### config.mk
export PLATFORM = sky130hd
export DESIGN_NAME = axon_input_load_ctrl_flat
export DESIGN_NICKNAME = d
export VERILOG_FILES = /design/src/rtl/axon_pkg.sv /design/src/rtl/axon_input_load_ctrl_if.sv /design/src/rtl/axon_load_addr_gen.sv /design/src/rtl/axon_input_load_ctrl.sv /design/src/flat_wrapper.sv
export SDC_FILE = /design/constraint.sdc
export NUM_CORES = 1
export LEC_CHECK = 0
export BUFFER_PORTS_ARGS = -buffer_cell sky130_fd_sc_hd__buf_2
export CAP_MARGIN = 20
export CORE_MARGIN = 5
export CORE_UTILIZATION = 49
export DETAILED_ROUTE_END_ITERATION = 7
export PLACE_DENSITY = 0.84
export SYNTH_ARGS = -nofsm -noshare
export SYNTH_HDL_FRONTEND = slang
export SYNTH_SLANG_ARGS = --single-unit
export TNS_END_PERCENT = 50
### constraint.sdc
create_clock -name clk -period 3.9 [get_ports clk]
set_input_delay 0.39 -clock clk [delete_from_list [all_inputs] [get_ports clk]]
set_output_delay 0.39 -clock clk [all_outputs]
set_load 0.02 [all_outputs]
### src/rtl/axon_pkg.sv
// Shared types and default sizing for the axon input load controller.
package axon_pkg;

    localparam int DEF_ADDRESS_LENGTH = 13;
    localparam int DEF_MAX_COUNT      = 512;
    localparam int DEF_ROW_LEN        = 16;

    typedef enum logic [1:0] {
        ST_IDLE     = 2'd0,
        ST_LOAD     = 2'd1,
        ST_ROW_WAIT = 2'd2,
        ST_DONE     = 2'd3
    } state_t;

endpackage

### src/rtl/axon_input_load_ctrl_if.sv
// Valid/ready input stream feeding the load controller.
interface axon_input_load_ctrl_if #(
    parameter int DATA_WIDTH = 16
);
    logic [DATA_WIDTH-1:0] s_data;
    logic                  s_valid;
    logic                  s_ready;

    modport master (output s_data, output s_valid, input  s_ready);
    modport slave  (input  s_data, input  s_valid, output s_ready);
endinterface

### src/rtl/axon_load_addr_gen.sv
// Word index counter k with row-end and terminal-word detection.
module axon_load_addr_gen
    import axon_pkg::*;
#(
    parameter int ADDRESS_LENGTH = DEF_ADDRESS_LENGTH,
    parameter int MAX_COUNT      = DEF_MAX_COUNT,
    parameter int ROW_LEN        = DEF_ROW_LEN
) (
    input  logic                      clk,
    input  logic                      rst,
    input  logic                      clr,
    input  logic                      inc,
    output logic [ADDRESS_LENGTH-1:0] addr,
    output logic                      row_end,
    output logic                      last
);

    localparam logic [ADDRESS_LENGTH-1:0] LAST_IDX = ADDRESS_LENGTH'(MAX_COUNT - 1);
    localparam logic [ADDRESS_LENGTH-1:0] ROW_MASK = ADDRESS_LENGTH'(ROW_LEN - 1);

    logic [ADDRESS_LENGTH-1:0] k_q;
    logic [ADDRESS_LENGTH-1:0] k_d;

    // Saturates at the terminal index; the FSM leaves LOAD on that word anyway.
    always_comb begin
        k_d = k_q;
        if (clr) begin
            k_d = '0;
        end else if (inc && (k_q != LAST_IDX)) begin
            k_d = k_q + ADDRESS_LENGTH'(1);
        end
    end

    always_ff @(posedge clk or negedge rst) begin
        if (!rst) begin
            k_q <= '0;
        end else begin
            k_q <= k_d;
        end
    end

    assign addr    = k_q;
    assign row_end = ((k_q & ROW_MASK) == ROW_MASK);
    assign last    = (k_q == LAST_IDX);

endmodule

### src/rtl/axon_input_load_ctrl.sv
// Loads MAX_COUNT stream words into a buffer, one registered write per handshake.
// Optional per-row flow control (ROW_WAIT held until row_ack) under macro AXON_ROW_STALL_EN.
module axon_input_load_ctrl
    import axon_pkg::*;
#(
    parameter int ADDRESS_LENGTH = DEF_ADDRESS_LENGTH,
    parameter int MAX_COUNT      = DEF_MAX_COUNT,
    parameter int DATA_WIDTH     = 16,
    parameter int ROW_LEN        = DEF_ROW_LEN
) (
    input  logic                      clk,
    input  logic                      rst,
    input  logic                      start,
    input  logic                      abort,
    axon_input_load_ctrl_if.slave     s,
    input  logic                      row_ack,
    output logic                      mem_we,
    output logic [ADDRESS_LENGTH-1:0] mem_addr,
    output logic [DATA_WIDTH-1:0]     mem_wdata,
    output logic                      row_done,
    output logic                      busy,
    output logic                      done
);

`ifdef AXON_ROW_STALL_EN
    localparam bit ROW_STALL = 1'b1;
`else
    localparam bit ROW_STALL = 1'b0;
`endif

    state_t                    state_q,     state_d;
    logic                      mem_we_q,    mem_we_d;
    logic [ADDRESS_LENGTH-1:0] mem_addr_q,  mem_addr_d;
    logic [DATA_WIDTH-1:0]     mem_wdata_q, mem_wdata_d;
    logic                      row_done_q,  row_done_d;
    logic                      busy_q,      busy_d;
    logic                      done_q,      done_d;

    logic                      k_clr;
    logic                      k_inc;
    logic [ADDRESS_LENGTH-1:0] k;
    logic                      k_row_end;
    logic                      k_last;
    logic                      hs;
    logic                      row_ack_en;

    axon_load_addr_gen #(
        .ADDRESS_LENGTH (ADDRESS_LENGTH),
        .MAX_COUNT      (MAX_COUNT),
        .ROW_LEN        (ROW_LEN)
    ) u_addr_gen (
        .clk     (clk),
        .rst     (rst),
        .clr     (k_clr),
        .inc     (k_inc),
        .addr    (k),
        .row_end (k_row_end),
        .last    (k_last)
    );

    assign s.s_ready  = (state_q == ST_LOAD);
    assign hs         = s.s_valid && (state_q == ST_LOAD);
    assign row_ack_en = ROW_STALL && row_ack;

    // done/busy settle one cycle after entering DONE, so the final write is seen while still busy.
    always_comb begin
        state_d     = state_q;
        mem_we_d    = 1'b0;
        row_done_d  = 1'b0;
        mem_addr_d  = mem_addr_q;
        mem_wdata_d = mem_wdata_q;
        busy_d      = busy_q;
        done_d      = done_q;
        k_clr       = 1'b0;
        k_inc       = 1'b0;

        if (abort) begin
            state_d = ST_IDLE;
            busy_d  = 1'b0;
            done_d  = 1'b0;
            k_clr   = 1'b1;
        end else begin
            case (state_q)
                ST_IDLE: begin
                    busy_d = 1'b0;
                    if (start) begin
                        state_d = ST_LOAD;
                        busy_d  = 1'b1;
                        done_d  = 1'b0;
                        k_clr   = 1'b1;
                    end
                end
                ST_LOAD: begin
                    if (hs) begin
                        k_inc       = 1'b1;
                        mem_we_d    = 1'b1;
                        mem_addr_d  = k;
                        mem_wdata_d = s.s_data;
                        row_done_d  = k_row_end;
                        if (k_last) begin
                            state_d = ST_DONE;
                        end else if (ROW_STALL && k_row_end) begin
                            state_d = ST_ROW_WAIT;
                        end
                    end
                end
                ST_ROW_WAIT: begin
                    if (row_ack_en) begin
                        state_d = ST_LOAD;
                    end
                end
                ST_DONE: begin
                    busy_d = 1'b0;
                    done_d = 1'b1;
                    if (start) begin
                        state_d = ST_LOAD;
                        busy_d  = 1'b1;
                        done_d  = 1'b0;
                        k_clr   = 1'b1;
                    end
                end
                default: begin
                    state_d = ST_IDLE;
                    busy_d  = 1'b0;
                    done_d  = 1'b0;
                end
            endcase
        end
    end

    always_ff @(posedge clk or negedge rst) begin
        if (!rst) begin
            state_q     <= ST_IDLE;
            mem_we_q    <= 1'b0;
            mem_addr_q  <= '0;
            mem_wdata_q <= '0;
            row_done_q  <= 1'b0;
            busy_q      <= 1'b0;
            done_q      <= 1'b0;
        end else begin
            state_q     <= state_d;
            mem_we_q    <= mem_we_d;
            mem_addr_q  <= mem_addr_d;
            mem_wdata_q <= mem_wdata_d;
            row_done_q  <= row_done_d;
            busy_q      <= busy_d;
            done_q      <= done_d;
        end
    end

    assign mem_we    = mem_we_q;
    assign mem_addr  = mem_addr_q;
    assign mem_wdata = mem_wdata_q;
    assign row_done  = row_done_q;
    assign busy      = busy_q;
    assign done      = done_q;

endmodule
### src/flat_wrapper.sv
// flat-port wrapper written by rule: the top's interface ports become plain ports
module axon_input_load_ctrl_flat import axon_pkg::*;
#(
    parameter int ADDRESS_LENGTH = DEF_ADDRESS_LENGTH,
    parameter int MAX_COUNT      = DEF_MAX_COUNT,
    parameter int DATA_WIDTH     = 16,
    parameter int ROW_LEN        = DEF_ROW_LEN
)
  (clk, rst, start, abort, row_ack, mem_we, mem_addr, mem_wdata, row_done, busy, done, s_s_data, s_s_valid, s_s_ready);
  axon_input_load_ctrl_if #(.DATA_WIDTH(DATA_WIDTH)) s_i ();
  input  logic clk;
  input  logic rst;
  input  logic start;
  input  logic abort;
  input  logic row_ack;
  output logic mem_we;
  output logic [ADDRESS_LENGTH-1:0] mem_addr;
  output logic [DATA_WIDTH-1:0] mem_wdata;
  output logic row_done;
  output logic busy;
  output logic done;
  input wire logic [$bits(s_i.s_data)-1:0] s_s_data;
  input wire logic [$bits(s_i.s_valid)-1:0] s_s_valid;
  output wire logic [$bits(s_i.s_ready)-1:0] s_s_ready;
  assign s_i.s_data = s_s_data;
  assign s_i.s_valid = s_s_valid;
  assign s_s_ready = s_i.s_ready;
  axon_input_load_ctrl #(.ADDRESS_LENGTH(ADDRESS_LENGTH), .MAX_COUNT(MAX_COUNT), .DATA_WIDTH(DATA_WIDTH), .ROW_LEN(ROW_LEN)) u_core (.clk(clk), .rst(rst), .start(start), .abort(abort), .s(s_i), .row_ack(row_ack), .mem_we(mem_we), .mem_addr(mem_addr), .mem_wdata(mem_wdata), .row_done(row_done), .busy(busy), .done(done));
endmodule
==> reports/metrics.yaml <==
finalHoldViolCount: 0
critical_path.endpoint: "u_core.u_addr_gen.addr[9]"
critPathArrivalTime_ns: 2.57
wl_per_cell_um: 13.1
fin_area_mm2: 0.00252
port_buffers: 54
cts_tree: "yes"
synth-seq-cells: 48
setup_viol_count_final: 0
cts_buffer_depth: 2
cp-start-kind: "register"
place.gp.congestion: 0.815
hpwlAfterDp_mm: 3.09
post_drt_via_cell_ratio: 5.04
fmax_mhz: 426
fp.dieH_um: 75.6
slew_headroom: 0.405
drive_above_1_share: 0.247
ios: 56
drt_iter0_drc: 81
synth_nets: 256
drc_errors: 0
drv_cap: 0
grt_pass1_wl_mm: 7.20
wl_mm: 4.37
layout-area-overhead-vs-synth_pct: 19.4
dieArea_mm2: 0.00572
num_rows: 23
hold_path_class: "primary input to async pin"
synthCells: 229
status: "complete, no violations"
die_w_um: 75.6
placed_area_mm2: 0.00241
worstReg2RegStart: "u_core.state_q[1]"
yosysWarnings: 0
cp_max_fo: 31
postSynthAreaPerCell_um2: 9.22
period_minus_slack_ns: 2.35
clk_pin_slew_worst_paths_ns: 0.09
start_util: 0.517
post-route-period-util: 0.602
crit_required_ns: 4.13
cts.sinks: 48
finalClockSkew_ns: 0.00393
drtAntennaViolNets: 0
core_mm2: 0.00409
numCtsBuffers: 5
vias: 1677
grt_pass1_vias: 1635
syn_area_mm2: 0.00211
cts-hold-fix-buffers: 0
yosysSeqAreaShare: 0.569
final_common_cell: "nand2_1"
yosysUniqueCellTypes: 34
clock_latency_ns: 0.30
power.density_mw_per_mm2: 541
postCtsSetupBuffers: 0
first_pass_iters: 4
rsz0062_at_grt: "false"
grt_overflow_total: 0
cp-startpoint: "u_core.state_q[1]"
fin_nets: 310
grtUsageTotal: 0.165
crit_type: "register to register"
postCtsResizedCells: 0
antenna_found_initial: 0
cts_root_buffer: "clkbuf_8"
setup.worst_path.end_class: "register"
worst-r2r-setup-slack_ns: 1.55
insertedDiodeCount: 0
worstMarginPinSlew_ns: 0.883
cts_max_level: 2
rr_worst_depth: 7
final.setup.tns_ns: 0
grt_max_degree: 49
peakVddDrop_uv: 403
slew_violations: 0
leakage_nw: 1.35
rr_endpoint: "u_core.u_addr_gen.addr[9]"
final_cell_mix: "nand2_1, buf_2, dfrtp_1"
## Yosys cell counts, drive strengths merged
cell / number / share of area
nand2: 90 / 0.16
o31ai: 2 / 0.0071
and3: 1 / 0.0030
nor4: 2 / 0.0059
clkbuf: 5 / 0.0089
or3: 6 / 0.018
nand3: 7 / 0.021
o211ai: 1 / 0.0036
o21bai: 1 / 0.0036
nor2: 11 / 0.020
xor2: 3 / 0.012
nand2b: 2 / 0.0059
ha: 5 / 0.030
dfrtp: 48 / 0.57
o211a: 1 / 0.0047
o22a: 1 / 0.0042
nand3b: 1 / 0.0036
o21ai: 9 / 0.021
buf: 4 / 0.0095
a21oi: 11 / 0.026
o41ai: 2 / 0.012
or2: 1 / 0.0030
and4: 1 / 0.0042
inv: 5 / 0.0089
nand4b: 1 / 0.0042
or4: 4 / 0.018
nor2b: 3 / 0.0089
o311ai: 1 / 0.0042
## worst max-delay path: stages (launching register included)
cell	delay (ns)
dfrtp_1	0.41
inv_1	0.10
ha_1	0.24
nand3b_1	0.13
inv_2	0.41
o41ai_2	0.31
or4_1	0.53
a21oi_1	0.15
## worst min-delay path by stage
stage / from / to / slack (ns) / depth (start not counted)
global route: rst / u_core.mem_addr[6] / 0.10 / 1
CTS: s_s_data[14] / u_core.mem_wdata[14] / 0.27 / 3
detailed placement: u_core.mem_wdata[3] / u_core.mem_wdata[3] / 0.46 / 2
floorplan: rst / u_core.busy / 0.09 / 0
finish: rst / u_core.mem_addr[6] / 0.08 / 1
global placement: u_core.mem_wdata[12] / u_core.mem_wdata[12] / 0.45 / 2
## registers in the layout (all words and copies together), names as in the netlist
name,flops
u_core.mem_wdata,16
u_core.mem_addr,13
u_core.u_addr_gen.addr,13
u_core.state_q,2
u_core.busy,1
u_core.done,1
u_core.mem_we,1
u_core.row_done,1
## per-stage QoR
| stage | power, mW | util | setup slack [ns] | std cells | hold WS [ns] |
|---|---|---|---|---|---|
| global placement | 1.08 | 0.590 | 1.63 | 325 | 0.453 |
| finish | 1.36 | 0.617 | 1.55 | 333 | 0.0796 |
| detailed placement | 1.10 | 0.590 | 1.58 | 325 | 0.457 |
| floorplan | 0.940 | - | 1.98 | 229 | 0.0944 |
| global route | 1.46 | 0.617 | 1.33 | 333 | 0.101 |
| CTS | 1.38 | 0.610 | 1.54 | 332 | 0.270 |
## final cells by class
cell class	instances	area [µm²]
fillers	373	1570
flip-flops and latches	48	1200
multi-input cells	167	852
repair buffers	56	305
clock buffers	5	68.8
well taps	50	62.6
inverters	5	18.8
clock inverters	2	12.5
## power breakdown
| part | switching (mW) | internal [mW] |
|---|---|---|
| Combinational | 0.293 | 0.147 |
| Clock | 0.162 | 0.122 |
| Sequential | 0.0495 | 0.590 |
| Total | 0.504 | 0.859 |
## metal layers
metal / up-vias / wire (µm) / GRT usage
li1: 868 / - / -
met1: 770 / 1900 / 0.204
met2: 35 / 2230 / 0.271
met3: 4 / 197 / 0.0528
met4: 0 / 46 / 0.0641
met5: - / 0 / 0
## cells by family (layout without fill, tap and decap cells)
family | Yosys count | count (layout) | share of synthesized area
simple gates | 130 | 130 | 0.275
flops | 48 | 48 | 0.569
compound gates | 29 | 29 | 0.0865
buf+inv | 14 | 68 | 0.0273
fa+ha+maj | 5 | 5 | 0.0296
xor+xnor | 3 | 3 | 0.0125
(Power assumes the default switching activity.)
